===== config.mk =====
export PLATFORM = sky130hd
export DESIGN_NAME = instr_queue
export DESIGN_NICKNAME = d
export VERILOG_FILES = /design/src/rtl/instr_queue.sv
export SDC_FILE = /design/constraint.sdc
export NUM_CORES = 1
export LEC_CHECK = 0
export ABC_AREA = 1
export CAP_MARGIN = 20
export CORE_MARGIN = 4
export CORE_UTILIZATION = 59
export DETAILED_ROUTE_END_ITERATION = 8
export PLACE_DENSITY_LB_ADDON = 0.1
export SLEW_MARGIN = 20
export SYNTH_ARGS = -nofsm -noshare
export SYNTH_HDL_FRONTEND = slang
export SYNTH_SLANG_ARGS = --single-unit

===== constraint.sdc =====
create_clock -name clk -period 7.9 [get_ports clk]
set_clock_uncertainty 0.2 [all_clocks]
set_input_delay 0.79 -clock clk [delete_from_list [all_inputs] [get_ports clk]]
set_output_delay 0.79 -clock clk [all_outputs]
set_load 0.03 [all_outputs]

===== src/rtl/instr_queue.sv =====
// Instruction queue between fetch and dispatch decode.
// Circular buffer of {instr, pc, pred_npc, br_taken} entries with wrap-bit
// pointers, a valid/ready handshake on both sides, and a one-cycle flush
// that drops every buffered entry on a redirect.
module instr_queue #(
   parameter int unsigned DEPTH       = 8,
   parameter int unsigned INSTR_WIDTH = 32,
   parameter int unsigned ADDR_WIDTH  = 32
) (
   input  logic                    clk,
   input  logic                    rst_aL,
   input  logic                    flush,
   // Fetch side
   input  logic                    enq_valid,
   output logic                    enq_ready,
   input  logic [INSTR_WIDTH-1:0]  enq_instr,
   input  logic [ADDR_WIDTH-1:0]   enq_pc,
   input  logic [ADDR_WIDTH-1:0]   enq_pred_npc,
   input  logic                    enq_br_taken,
   // Decode side
   output logic                    deq_valid,
   input  logic                    deq_ready,
   output logic [INSTR_WIDTH-1:0]  deq_instr,
   output logic [ADDR_WIDTH-1:0]   deq_pc,
   output logic [ADDR_WIDTH-1:0]   deq_pred_npc,
   output logic                    deq_br_taken,
   output logic [$clog2(DEPTH):0]  count
);

   localparam int unsigned IDX_W = $clog2(DEPTH);
   localparam int unsigned PTR_W = IDX_W + 1;

   typedef struct packed {
      logic [INSTR_WIDTH-1:0] instr;
      logic [ADDR_WIDTH-1:0]  pc;
      logic [ADDR_WIDTH-1:0]  pred_npc;
      logic                   br_taken;
   } entry_t;

   entry_t           mem_q [DEPTH];
   entry_t           enq_entry;
   entry_t           head_entry;
   logic [PTR_W-1:0] head_q, head_d;
   logic [PTR_W-1:0] tail_q, tail_d;
   logic             empty;
   logic             full;
   logic             enq_fire;
   logic             deq_fire;

   // Occupancy flags come from pointer state only, so enq_ready never
   // depends combinationally on deq_ready.
   always_comb begin
      empty = (head_q == tail_q);
      full  = (head_q[IDX_W-1:0] == tail_q[IDX_W-1:0]) &&
              (head_q[IDX_W] != tail_q[IDX_W]);
   end

   assign enq_ready = !full;
   assign deq_valid = !empty;
   assign count     = tail_q - head_q;

   // Flush wins over both handshakes; a flushed cycle transfers nothing.
   assign enq_fire = enq_valid && enq_ready && !flush;
   assign deq_fire = deq_valid && deq_ready && !flush;

   // Next-state pointers: clear on flush, otherwise advance on each fire.
   always_comb begin
      // NOTE: every always_comb output gets a default first so no path
      // leaves it unassigned and infers a latch.
      head_d = head_q;
      tail_d = tail_q;
      if (flush) begin
         head_d = '0;
         tail_d = '0;
      end else begin
         if (deq_fire) head_d = head_q + PTR_W'(1);
         if (enq_fire) tail_d = tail_q + PTR_W'(1);
      end
   end

   // Pointer registers with asynchronous reset to the empty state.
   always_ff @(posedge clk or negedge rst_aL) begin
      // NOTE: sequential state uses non-blocking assignments so every
      // register samples pre-edge values regardless of statement order.
      if (!rst_aL) begin
         head_q <= '0;
         tail_q <= '0;
      end else begin
         head_q <= head_d;
         tail_q <= tail_d;
      end
   end

   assign enq_entry = '{instr:    enq_instr,
                        pc:       enq_pc,
                        pred_npc: enq_pred_npc,
                        br_taken: enq_br_taken};

   // Payload write at the tail slot.
   always_ff @(posedge clk) begin
      // NOTE: the payload array has no reset; an entry is only observable
      // once the pointers mark it valid, so clearing it buys nothing.
      if (enq_fire) mem_q[tail_q[IDX_W-1:0]] <= enq_entry;
   end

   // Head entry drives decode directly; no empty-queue bypass path.
   assign head_entry   = mem_q[head_q[IDX_W-1:0]];
   assign deq_instr    = head_entry.instr;
   assign deq_pc       = head_entry.pc;
   assign deq_pred_npc = head_entry.pred_npc;
   assign deq_br_taken = head_entry.br_taken;

endmodule


== Yosys cells after proc, flatten, opt, wreduce, memory -nomap -nowiden ==
Memories as Yosys holds them, arrays and structs flattened.
Index checks and enable logic that the tools add are counted.
Storage, ports and cells
  bits in registers: 8
  bits in writable memories: 776
  input port bits: 102
  word-level logic and storage cells: 25
  memories: 1
Memories
  mem_q: words 8, width 97, read ports 1, clocked after Yosys merged registers in 0, wr ports 1, RTL line 40  | entry_t mem_q [DEPTH];
Cells by class
  add/sub/neg operators: 3
  equal/unequal tests: 3
  mux-type cells: 6
  reduce and logical (&&, ||, !) cells: 10
Operator list (count)
  $mux 4: 4
  $add 4x1->4 const B: 2
  $logic_and 1x1->1: 5
  $eq 4x4->1: 1
  $reduce_bool 2->1: 2
  $sub 4x4->4: 1
  $eq 3x3->1: 1
  $logic_not 1->1: 3
  $mux 1: 2
  $ne 1x1->1: 1

== Depth between registers and ports, before layout ==
Gate-level depths: netlist of the first run.
  word-level depth: 7
  gate-level depth with buffers: 12
  depth with buffers taken out: 9

== Worst setup path before layout of the first run ==
Ideal clock, no wire load.
  path type: register to register
  from: reg head_q[1]
  to: mem mem_q[2][0] in the netlist's numbering (enable)
  setup time: 0.554 ns
  arrival time: 5.954 ns
  path slack: 1.192 ns
  cell stages (with the launch flop): 11
  buffers on the path: 3
  clock period less this slack: 6.708 ns
  cell sequence: dfrtp_1 > buf_2 > inv_2 > buf_2 > buf_2 > ha_1 > nand2_1 > nor2_1 > nand2_1 > nand4_1 > nor2_1
Between the ends
  word-level cells in the longest chain between the ends: 7
Ends and longest elaborated chain
  from (decl): RTL line 43  | logic [PTR_W-1:0] head_q, head_d;
  from (signal assigned): RTL line 86  | head_q <= '0;
  from (signal assigned): RTL line 89  | head_q <= head_d;
  $eq 3x3->1: RTL line 54  | full = (head_q[IDX_W-1:0] == tail_q[IDX_W-1:0]) &&
  $logic_and 1x1->1: RTL line 54
  $logic_not 1->1: RTL line 58  | assign enq_ready = !full;
  via enq_ready: RTL line 15  | output logic enq_ready,
  $logic_and 1x1->1 (2 in series): RTL line 63  | assign enq_fire = enq_valid && enq_ready && !flush;
  $mux 1: RTL line 103  | if (enq_fire) mem_q[tail_q[IDX_W-1:0]] <= enq_entry;
  $mux 1 (not written as such): RTL line 103
  to (decl): RTL line 40
The timed path passes the listed nets, and every way through them passes these cells.

== Worst setup path after layout of the first run ==
  from: reg head_q[0]
  to: out deq_instr[28]
Between the ends
  word-level cells in the longest chain between the ends: 1
Ends and longest elaborated chain
  $mem_v2 8x97
  to (decl): RTL line 23  | output logic [INSTR_WIDTH-1:0] deq_instr,
No other way between the ends.

==> flow_summary_export.csv, run 1 <==
group,metric,value,unit
clocking,cts_hold_buf,0,
clocking,cts_buffer_depth,3,
critical_path,ff2ff_setup_slack,3.11,ns
logic_synthesis,mappedNetlistArea,31300,sq um
floorplan,ios,205,
sta,whs,0.282,ns
global_routing,grt_pass1_wl,111,mm
logic_synthesis,synth_top_cell_by_area,"edfxtp_1",
routing,drt_iter0_markers,1788,
global_routing,antenna_found_initial,9,
sta,relSlewSlack,11.0,%
cells_and_area,drive_above_1_share,5.09,%
sta,setup_viol,0,
routing,via_count,19905,
cells_and_area,utilization,69.4,%
critical_path,path_buf_inv,3,
floorplan,die_y,239,um
critical_path,start_kind,"flip-flop",
cells_and_area,layout_commonest_cell,"nor2_1",
pwr,swShare,27.0,%
clocking,numClockSinks,784,
sta,finalCritPeriodShare,67.8,%
clocking,cts_resized,0,
critical_path,critPathArrivalTime,4.37,ns
pwr,total_power,10100,uW
placement,io_buffers,204,
logic_synthesis,yosysWarningCount,0,
clocking,root_buffer,"clkbuf_16",
cells_and_area,syn_to_final_growth,16.4,%
floorplan,start_util,59.7,%
routing,post_drt_wl_per_cell,20.1,um
cells_and_area,nNetsFinal,2942,
floorplan,chipWidth,239,um
run,timing.max_cap.violations,0,
sta,worstMarginPinSlew,1.34,ns
global_routing,grt_pass1_vias,19382,
clocking,cts_inserted_buffers,79,
global_routing,grt.overflow.total,0,
logic_synthesis,ys_types,22,
critical_path,path_class,"reg2out",
cells_and_area,final_area,36500,sq um
cells_and_area,layout_common_cells,"nor2_1 (780), edfxtp_1 (776), nand2_1 (517)",
clocking,clk_latency,0.61,ns
logic_synthesis,syn_area_per_cell,11.7,sq um
pwr,p_clk_share,36.1,%
pwr,switchingPower,2720,uW
routing,wirelength,72.1,mm
clocking,htree_levels,3,
pwr,irDropWorstVdd,0.000306,V
pwr,p_leak,0.0131,uW
global_routing,grt_max_degree,217,
sta,slew_viol_final,0,
pwr,power_frac_comb,17.4,%
sta,rsz0062_at_grt,"no",
logic_synthesis,netlist.area_leader.share,74.3,%
routing,antenna_left,0,
placement,hpwl,34.7,mm
logic_synthesis,synthTopCellsByArea,"edfxtp_1 (74%), nor2_1 (9.4%), nand2_1 (6.2%)",
floorplan,die_area,56900,sq um
sta,tns,0,ns
critical_path,crit_required,6.91,ns
global_routing,grt_usage,25.1,%
routing,drc_errors,0,
critical_path,setup.worst_path.end_class,"primary output",
floorplan,coreArea,52600,sq um
run_status,status,"finished, final reports clean",
floorplan,row_count,84,
pwr,p_seq_share,46.5,%
placement,finalWeightedCongestion,0.753,
sta,period_needed,5.36,ns
critical_path,critPathMaxFanout,213,
clocking,post-cts-setup-buffers,0,
logic_synthesis,synth-seq-cells,784,
logic_synthesis,synth_cells,2675,
clocking,cts_tree,"built",
logic_synthesis,seq_area_frac_synth,75.0,%
logic_synthesis,synth_nets,2783,
critical_path,crit_slowest_cell,"dfrtp_4",
critical_path,worstPathCellList,"inv_8 > buf_12 > o21ai_0 > nand2_1 > nand2_1 > nand2_1 > clkdlybuf4s50_1",
sta,final_hold_viol_count,0,
pwr,intPower,7350,uW
pwr,powerDensity,276,nW/um^2
routing,avgViaCountPerCell,5.55,
sta,fmax,187,MHz
critical_path,crit_top_cell,"nand2_1",
critical_path,critPathTopFamily,"buffers and inverters",
placement,place_area,33900,sq um
clocking,clk_pin_slew_worst_paths,0.06,ns
routing,firstDrtPassIters,7,
critical_path,cp_slowest_stage_delay,0.80,ns
min_path,hp-class,"in2async",
[cell type report]
| class | instances | area [sq um] |
|---|---|---|
| Multi-Input combinational cell | 1726 | 7140 |
| Antenna cell | 6 | 15.0 |
| Sequential cell | 784 | 23500 |
| Fill cell | 3696 | 16100 |
| Inverter | 11 | 56.3 |
| Clock buffer | 101 | 2100 |
| Clock inverter | 36 | 388 |
| Tap cell | 688 | 861 |
| Timing Repair Buffer | 232 | 2400 |
[logic make-up (layout without fill, tap and decap cells)]
| kind of cell | count (synthesis) | count (layout) | synth area share [%] |
|---|---|---|---|
| AO/OA/AOI/OAI | 390 | 390 | 6.23 |
| flip-flops | 784 | 784 | 75.0 |
| other | 0 | 6 | 0 |
| adder cells (fa/ha/maj) | 6 | 6 | 0.263 |
| AND/OR/NAND/NOR | 1326 | 1326 | 16.0 |
| buffers and inverters | 165 | 380 | 2.43 |
| XOR/XNOR | 4 | 4 | 0.112 |
[worst register-to-register path: cells and delay by family (launching register included)]
family	cells	cell delay (ns)
adders and majority gates	1	0.46
buffers and inverters	2	1.44
DFF	1	0.71
and+or+nand+nor	5	1.61
[worst paths after layout]
kind / start / endpoint / cells past startpoint
max: head_q[0] / deq_instr[28] / 7
min: rst_aL / head_q[0] / 1
max reg2reg: head_q[2] / mem_q[7][11] / 8
min reg2reg: head_q[3] / head_q[3] / 2
max in group asynchronous: rst_aL / head_q[1] / 1
min in group clk: head_q[3] / head_q[3] / 2
[routing by layer]
layer	vias up	routed length, um	track usage (%)
li1	9495	-	-
met1	9685	30300	34.7
met2	611	35300	41.7
met3	108	5180	5.35
met4	6	1340	6.16
met5	-	37	0
[power by group through the flow]
stage,combinational (uW),clock (uW),sequential (uW)
global placement,1730,0,4780
floorplan,1150,0,4740
detailed placement,1750,0,4780
finish,1750,3630,4690
CTS,1760,3680,4690
global route,1930,3860,4690
[state kept, by name, indices dropped and copies added, names as in the netlist]
name    flops
head_q      4
mem_q     776
tail_q      4
[synthesized netlist by cell type, drive strengths merged]
library cell and instances:
fa 1, clkinv 1, buf 84, ha 5
nand4 8, inv 10, edfxtp 776, clkbuf 70
xor2 3, dfrtp 8, a21oi 1, nand2 517
nand3 13, xnor2 1, o21ai 389, nor2 788
[stage by stage]
| stage | std cells | setup slack (ns) |
|---|---|---|
| after floorplan | 2675 | 1.19 |
| after global placement | 3439 | 3.09 |
| after detailed placement | 3440 | 3.07 |
| after CTS | 3577 | 2.54 |
| after global routing | 3581 | 2.27 |
| final | 3584 | 2.55 |
No activity file was read; power rests on OpenSTA's default activity.
==> run 2, diff against run 1 <==
Clock period 7.9 ns to 5.25 ns, I/O delays scaled along.
==> flow_summary_export.csv, run 2 (same netlist as run 1, synthesis figures left out) <==
group,metric,value,unit
critical_path,critical_path.reg2reg.startpoint,"head_q[2]",
min_path,holdPathStages,3,
global_routing,grt_pass1_wl,110,mm
cells_and_area,seqCellArea,23500,sq um
sta,relSlewSlack,26.2,%
critical_path,start_kind,"flip-flop",
global_routing,grt.overflow.total,0,
cells_and_area,drive_above_1_share,5.41,%
clocking,root_buffer,"clkbuf_16",
routing,wirelength,71.2,mm
global_routing,grt_max_degree,200,
run,timing.max_cap.violations,0,
placement,pre_cts_slack,1.73,ns
clocking,cts_tree,"built",
sta,fmax,239,MHz
sta,fin_ws,1.06,ns
sta,worstMarginPinSlew,1.11,ns
min_path,hp-class,"in2reg",
global_routing,antenna_found_initial,3,
routing,avgViaCountPerCell,5.60,
pwr,irDropWorstVdd,0.000310,V
cells_and_area,layout_commonest_cell,"nor2_1",
cells_and_area,largest_reg_flops,776,
cells_and_area,syn_to_final_growth,16.7,%
critical_path,critPathArrivalTime,3.46,ns
sta,slew_viol_final,0,
floorplan,die_area,56900,sq um
clocking,clk_pin_slew_worst_paths,0.06,ns
critical_path,ff2ff_setup_slack,1.73,ns
pwr,p_leak,0.0131,uW
global_routing,met1_usage,35.8,%
routing,drt_iter0_markers,1917,
global_routing,grt_usage,24.9,%
clocking,post-cts-setup-buffers,0,
floorplan,die_y,239,um
floorplan,chipWidth,239,um
placement,io_buffers,204,
critical_path,r2r_cells,8,
sta,period_needed,4.19,ns
routing,drc_errors,0,
clocking,cts_inserted_buffers,78,
run_status,status,"finished, final reports clean",
routing,antenna_left,0,
sta,finalCritPeriodShare,79.7,%
pwr,powerDensity,416,nW/um^2
routing,post_drt_wl_per_cell,19.8,um
clocking,numClockSinks,784,
clocking,clk_latency,0.61,ns
cells_and_area,utilization,69.6,%
cells_and_area,n_fill_cell,3661,
routing,via_count,20146,
global_routing,met3_usage,4.34,%
critical_path,critPathMaxFanout,147,
cells_and_area,layout_common_cells,"nor2_1 (780), edfxtp_1 (776), nand2_1 (517)",
cells_and_area,nNetsFinal,2950,
critical_path,setup.worst_path.end_class,"primary output",
sta,rsz0062_at_grt,"no",
placement,hpwl,35.5,mm
placement,finalWeightedCongestion,0.756,
floorplan,start_util,59.7,%
floorplan,coreArea,52600,sq um
critical_path,path_class,"reg2out",
clocking,cts_buffer_depth,3,
floorplan,row_count,84,
global_routing,gr-usage-met2,40.1,%
min_path,holdPathEnd,"head_q[1]",
global_routing,top_usage_layer,"met2",
global_routing,grt_pass1_vias,19380,
routing,firstDrtPassIters,8,
sta,final_hold_viol_count,0,
clocking,htree_levels,3,
floorplan,ios,205,
cells_and_area,multi_input_area,7140,sq um
sta,setup_viol,0,
critical_path,crit_required,4.53,ns
critical_path,timing.rr.end,"mem_q[7][39]",
min_path,hold_start,"deq_ready",
==> run 2: cell count changes in the layout (fill, tap and decap cells not counted), sizes merged <==
| cell | before | now |
|---|---|---|
| diode | 6 | 4 |
| buf | 28 | 36 |
| clkinv | 22 | 25 |
| bufinv | 8 | 7 |
| clkbuf | 101 | 104 |
| dlygate4sd3 | 0 | 1 |
==> run 2: layer usage <==
| metal | up-vias | wire length, um |
|---|---|---|
| met5 | - | 0 |
| met4 | 0 | 1140 |
| met3 | 84 | 5510 |
| met2 | 727 | 34300 |
| met1 | 9828 | 30300 |
| li1 | 9507 | - |
==> run 2: through the flow <==
step	setup TNS [ns]	cells	hold slack [ns]	power (uW)	area, sq um
after global placement	0	3449	0.366	9820	34000
after floorplan	-1129.60	2675	0.0294	8870	31300
after detailed placement	0	3449	0.380	9860	34000
final	0	3596	0.382	15200	36600
after global routing	0	3594	0.382	15900	36600
after CTS	0	3592	0.352	15300	36600
==> run 2: where the power goes <==
group          internal (uW)  leakage (uW)  switching, uW
registers               6980       0.00711           28.7
logic                    884       0.00479           1840
clock network           3240       0.00123           2230
total                  11100        0.0131           4100
==> run 2: layout make-up <==
| type | instances | area share (%) |
|---|---|---|
| diodes | 4 | 0.0274 |
| repair buffers | 241 | 6.74 |
| flip-flops and latches | 784 | 64.3 |
| inverters | 11 | 0.154 |
| multi-input cells | 1726 | 19.5 |
| well taps | 688 | 2.35 |
| clock buffers | 104 | 5.91 |
| clock inverters | 38 | 1.00 |
==> run 2: how the worst max path moves through the flow <==
| stage | from | endpoint | slack, ns | depth (start not counted) |
|---|---|---|---|---|
| 6_report | head_q[0] | deq_instr[29] | 1.06 | 7 |
| 5_1_grt | head_q[0] | deq_instr[29] | 0.87 | 7 |
| 4_1_cts | head_q[0] | deq_instr[4] | 1.05 | 8 |
| 3_5_place_dp | head_q[2] | mem_q[7][39] | 1.73 | 8 |
| 3_3_place_gp | head_q[2] | mem_q[7][35] | 1.73 | 8 |
| 2_1_floorplan | head_q[1] | mem_q[2][0] | -1.46 | 10 |
==> run 2: what timing repair did <==
action | in CTS | in global routing
resized for setup | 0 | 0
hold endpoints to repair | 1 | 0
hold buffers | 1 | 0
==> run 2: critical path, cell delays in order (launching register included) <==
cell and delay [ns]:
dfrtp_4 0.55, inv_8 0.55, buf_4 0.50, o21ai_0 0.18, nand2_1 0.09, nand2_1 0.05
nand2_1 0.17, clkdlybuf4s50_1 0.70
==> edit 1: new RTL, settings of run 1 <==
Change the parameter `INSTR_WIDTH` from 32 to 16.
--- a/src/rtl/instr_queue.sv
+++ b/src/rtl/instr_queue.sv
@@ -5,5 +5,5 @@
 module instr_queue #(
    parameter int unsigned DEPTH       = 8,
-   parameter int unsigned INSTR_WIDTH = 32,
+   parameter int unsigned INSTR_WIDTH = 16,
    parameter int unsigned ADDR_WIDTH  = 32
 ) (
Interface: changed (resized deq_instr and enq_instr); port bits go from 205 to 173. No check against the original RTL was run, so the function may have changed too.
==> edit 1 against run 1 <==
  * Power shrank 17%
  * Final cell count shrank 16%
  * Sequential cell count decreased by 128
  * Design area shrank 16%
  * Sequential share of layout area is 0.11 points higher
  * Critical endpoint is now deq_pc[27]
  * Non-clock buffer count is 40 lower
  * Fmax is 4.4% higher
  * Wire length shrank 19%
  * Via count fell by 17%
  * Setup slack improved by 0.23 ns
  * Area after synthesis is 16% lower
  * Clock power decreased by 19%
==> edit 1: results (changes against run 1) <==
drt pass-1 iters 5 (was 7); layout cells sized above 1 4.864% (was 5.087%); share of flip-flops with an asynchronous set or reset 1.220% (was 1.020%); Crit Path Max Fanout 154 (was 213); DR iter-0 viols 1524 (was 1788); syn nets 2340 (was 2783); Non-Filler Instances 3018 (was 3584); largest net degree at the start of global routing 197 (was 217); post-place setup slack 3.100 ns (was 3.065 ns); met3 usage 4.472% (was 5.353%); Max rail drop VDD 0.2169 mV (was 0.3064 mV); DP Area 28450 um2 (was 33940 um2); outcome finished, final reports clean (unchanged); worst skew pair latency 0.57 ns (was 0.61 ns); vias in the first global route 16690 (was 19380); slowest cell on the critical path buf_4 (was dfrtp_4); grt met1 use 32.30% (was 34.68%); DP Cell Count 2905 (was 3440); post-synthesis sequential area ratio 74.90% (was 74.97%); hold_ws 0.3215 ns (was 0.2821 ns); flop2flop setup slack 3.18 ns (was 3.11 ns); Post-DP HPWL 29.18 mm (was 34.68 mm); crit-path max cell delay 0.83 ns (was 0.80 ns); Tcrit/Tclk final 64.92% (was 67.78%); EDFF count, synth 648 (was 776); TritonCTS buffer count 67 (was 79); adder-cell share of the synthesized area 0.3146% (was 0.2634%); most frequent cells after synthesis nor2_1 (660), edfxtp_1 (648), nand2_1 (437), o21ai_0 (178), o21ai_1 (147) (was nor2_1 (788), edfxtp_1 (776), nand2_1 (517), o21ai_0 (361), buf_2 (75)); relative slew slack 28.84% (was 10.98%); Area contributors post-synth edfxtp_1 (74%), nor2_1 (9.4%), nand2_1 (6.2%) (unchanged); grt met2 use 42.22% (was 41.74%); n_diodes 0 (was 6); crit path to deq_pc[27] (was deq_instr[28]); Avg WL per Cell 19.32 um (was 20.12 um); Compound-Gate Fraction of Synth Area 6.216% (was 6.226%); vias per cell 5.487 (was 5.554); Leak 10.91 nW (was 13.08 nW); RR Endpoint mem_q[4][32]$_DFFE_PP_ (was mem_q[7][11]$_DFFE_PP_); CP Data Arrival Time 4.14 ns (was 4.37 ns); max reg flops 648 (was 776)
[edit 1: kinds of logic (layout without fill, tap and decap cells)]
logic type	count (synthesis)	count (layout)
and+or+nand+nor	1118	1118
DFF	656	656
AOI/OAI and AO/OA	326	326
buffers and inverters	138	316
adders and majority gates	6	6
xor gates and xnor gates	4	4
[edit 1: cell type report]
cell class                      count  area (um2)  share of cell area [%]
Clock buffer                       82        1775                   5.828
Clock inverter                     31       231.5                  0.7599
Multi-Input combinational cell   1454        6042                   19.83
Timing Repair Buffer              192        1947                   6.391
Tap cell                          592       740.7                   2.432
Inverter                           11       55.05                  0.1807
Sequential cell                   656       19670                   64.57
[edit 1: per-layer routing]
layer  wire length (um)  vias up
met2              28990      491
met4               1302        8
met3               3669       96
met5                 51        -
li1                   -     7972
met1              24290     7993
[edit 1: power by group]
group,internal (W),switching (W)
Combinational,0.000497,0.000993
Clock,0.00169,0.00124
Sequential,0.00388,0.0000426
==> edit 2: new RTL, flow settings as in run 1 <==
Without the edit above. Make the reset (`rst_aL`) synchronous in one clocked block. Comments in the files are not updated.
--- a/src/rtl/instr_queue.sv
+++ b/src/rtl/instr_queue.sv
@@ -80,5 +80,5 @@
 
    // Pointer registers with asynchronous reset to the empty state.
-   always_ff @(posedge clk or negedge rst_aL) begin
+   always_ff @(posedge clk) begin
       // NOTE: sequential state uses non-blocking assignments so every
       // register samples pre-edge values regardless of statement order.
Formal check against the unedited RTL: differs if rst_aL is asserted again (counterexample within 4 cycles, from zero or initial values and one cycle with rst_aL low); with rst_aL held inactive, the same outputs for 4 cycles.
==> edit 2 against run 1 <==
  * Count of clock-buffer cells in the layout is 3 higher
  * Sequential cell count increased by 3
  * Highest routed layer unchanged
  * Area after synthesis down 1.3%
  * Setup slack gained 0.16 ns
  * Largest cell class unchanged
  * Design area decreased by 1.9%
  * Wire length fell by 6.6%
  * Critical path type unchanged
  * Critical endpoint is now deq_instr[27]
  * Hold slack gained 0.042 ns
Power is not compared: it rests on default switching activity, and its combinational part moved more than twofold at a synthesized area within 25%.
==> edit 2: results (changes against run 1) <==
outcome finished, final reports clean (unchanged); metal2 WL 32.95 mm (was 35.26 mm); DP Cell Count 3238 (was 3440); antenna violations before repair 11 (was 9); global-route wire length before repair 104.3 mm (was 110.7 mm); syn nets 2588 (was 2783); RR Endpoint mem_q[2][53]$_DFFE_PP_ (was mem_q[7][11]$_DFFE_PP_); Yosys cell types 23 (was 22); crit path to deq_instr[27] (was deq_instr[28]); Post-DP HPWL 32.05 mm (was 34.68 mm); share of flip-flops with an asynchronous set or reset 0% (was 1.020%); gr usage total 23.62% (was 25.12%); Metal-1 WL 28.51 mm (was 30.30 mm); vias per cell 5.686 (was 5.554); DR iter-0 viols 1741 (was 1788); Crit Path Max Fanout 106 (was 213); Tmin final 5.199 ns (was 5.355 ns); most frequent cells after synthesis edfxtp_1 (776), nor2_1 (592), nand2_1 (317), o21ai_0 (317), o21ai_1 (266) (was nor2_1 (788), edfxtp_1 (776), nand2_1 (517), o21ai_0 (361), buf_2 (75)); largest net degree at the start of global routing 213 (was 217); hold_ws 0.3242 ns (was 0.2821 ns); CP top delay family buffers and inverters (unchanged); Met3 Wirelength 4.404 mm (was 5.175 mm); Area contributors post-synth edfxtp_1 (75%), nor2_1 (7.2%), o21ai_0 (5.1%) (was edfxtp_1 (74%), nor2_1 (9.4%), nand2_1 (6.2%)); DRT Wirelength 67.39 mm (was 72.12 mm); vias in the first global route 18620 (was 19380); worst skew pair latency 0.59 ns (was 0.61 ns); post-place setup slack 3.365 ns (was 3.065 ns); CP Data Arrival Time 4.21 ns (was 4.37 ns); crit-path max cell delay 0.93 ns (was 0.80 ns); Leak roughly 12 nW; layout cells sized above 1 5.050% (was 5.087%); Yosys warning total 0 (unchanged); placer congestion estimate 0.7683 (was 0.7525); combinational power between 0.0002 and 0.0003 W; nets 2746 (was 2942); TritonCTS buffer count 78 (was 79); Gate Count Post-Synth 2480 (was 2675); flop2flop setup slack 4.08 ns (was 3.11 ns); grt met2 use 38.38% (was 41.74%); post-synthesis sequential area ratio 76.04% (was 74.97%); slowest cell on the critical path buf_4 (was dfrtp_4); Max rail drop VDD roughly 0.24 mV; met3 usage 4.414% (was 5.353%); Reg2Reg Depth 9 (was 8); Tightest Hold Check Type reg2reg (was in2async); reg2reg start tail_q[0]$_SDFFE_PP0P_ (was head_q[2]$_DFFE_PN0P_); Avg WL per Cell 19.95 um (was 20.12 um); grt met1 use 33.06% (was 34.68%); Worst Tran Pin Value 1.132 ns (was 1.335 ns); DP Area 33350 um2 (was 33940 um2)
==> edit 2: cell count changes in the layout (fill, tap and decap cells not counted), moves of 5 or more <==
cell     change
o21ai_1    +238
nor2_1     -192
nand2_1    -200
inv_1        +5
a21oi_1     +10
o21ai_0     -44
nand4_1      -6
dfxtp_1      +8
dfrtp_1      -5
==> edit 2: kinds of logic after synthesis <==
group / Yosys count / synth area share [%]
adder cells (fa/ha/maj): 6 / 0.2670
AND/OR/NAND/NOR: 925 / 11.30
AO/OA/AOI/OAI: 594 / 9.610
buffers and inverters: 164 / 2.670
XOR/XNOR: 4 / 0.1133
flip-flops: 787 / 76.04
==> edit 2: cell type report <==
type                            instances  area, um2
Sequential cell                       787      23530
Timing Repair Buffer                  227       2265
Tap cell                              680      850.8
Multi-Input combinational cell       1529       6635
Clock inverter                         31      299.0
Antenna cell                            5      12.51
Fill cell                            3577      15840
Inverter                               15      68.82
Clock buffer                          104       2113
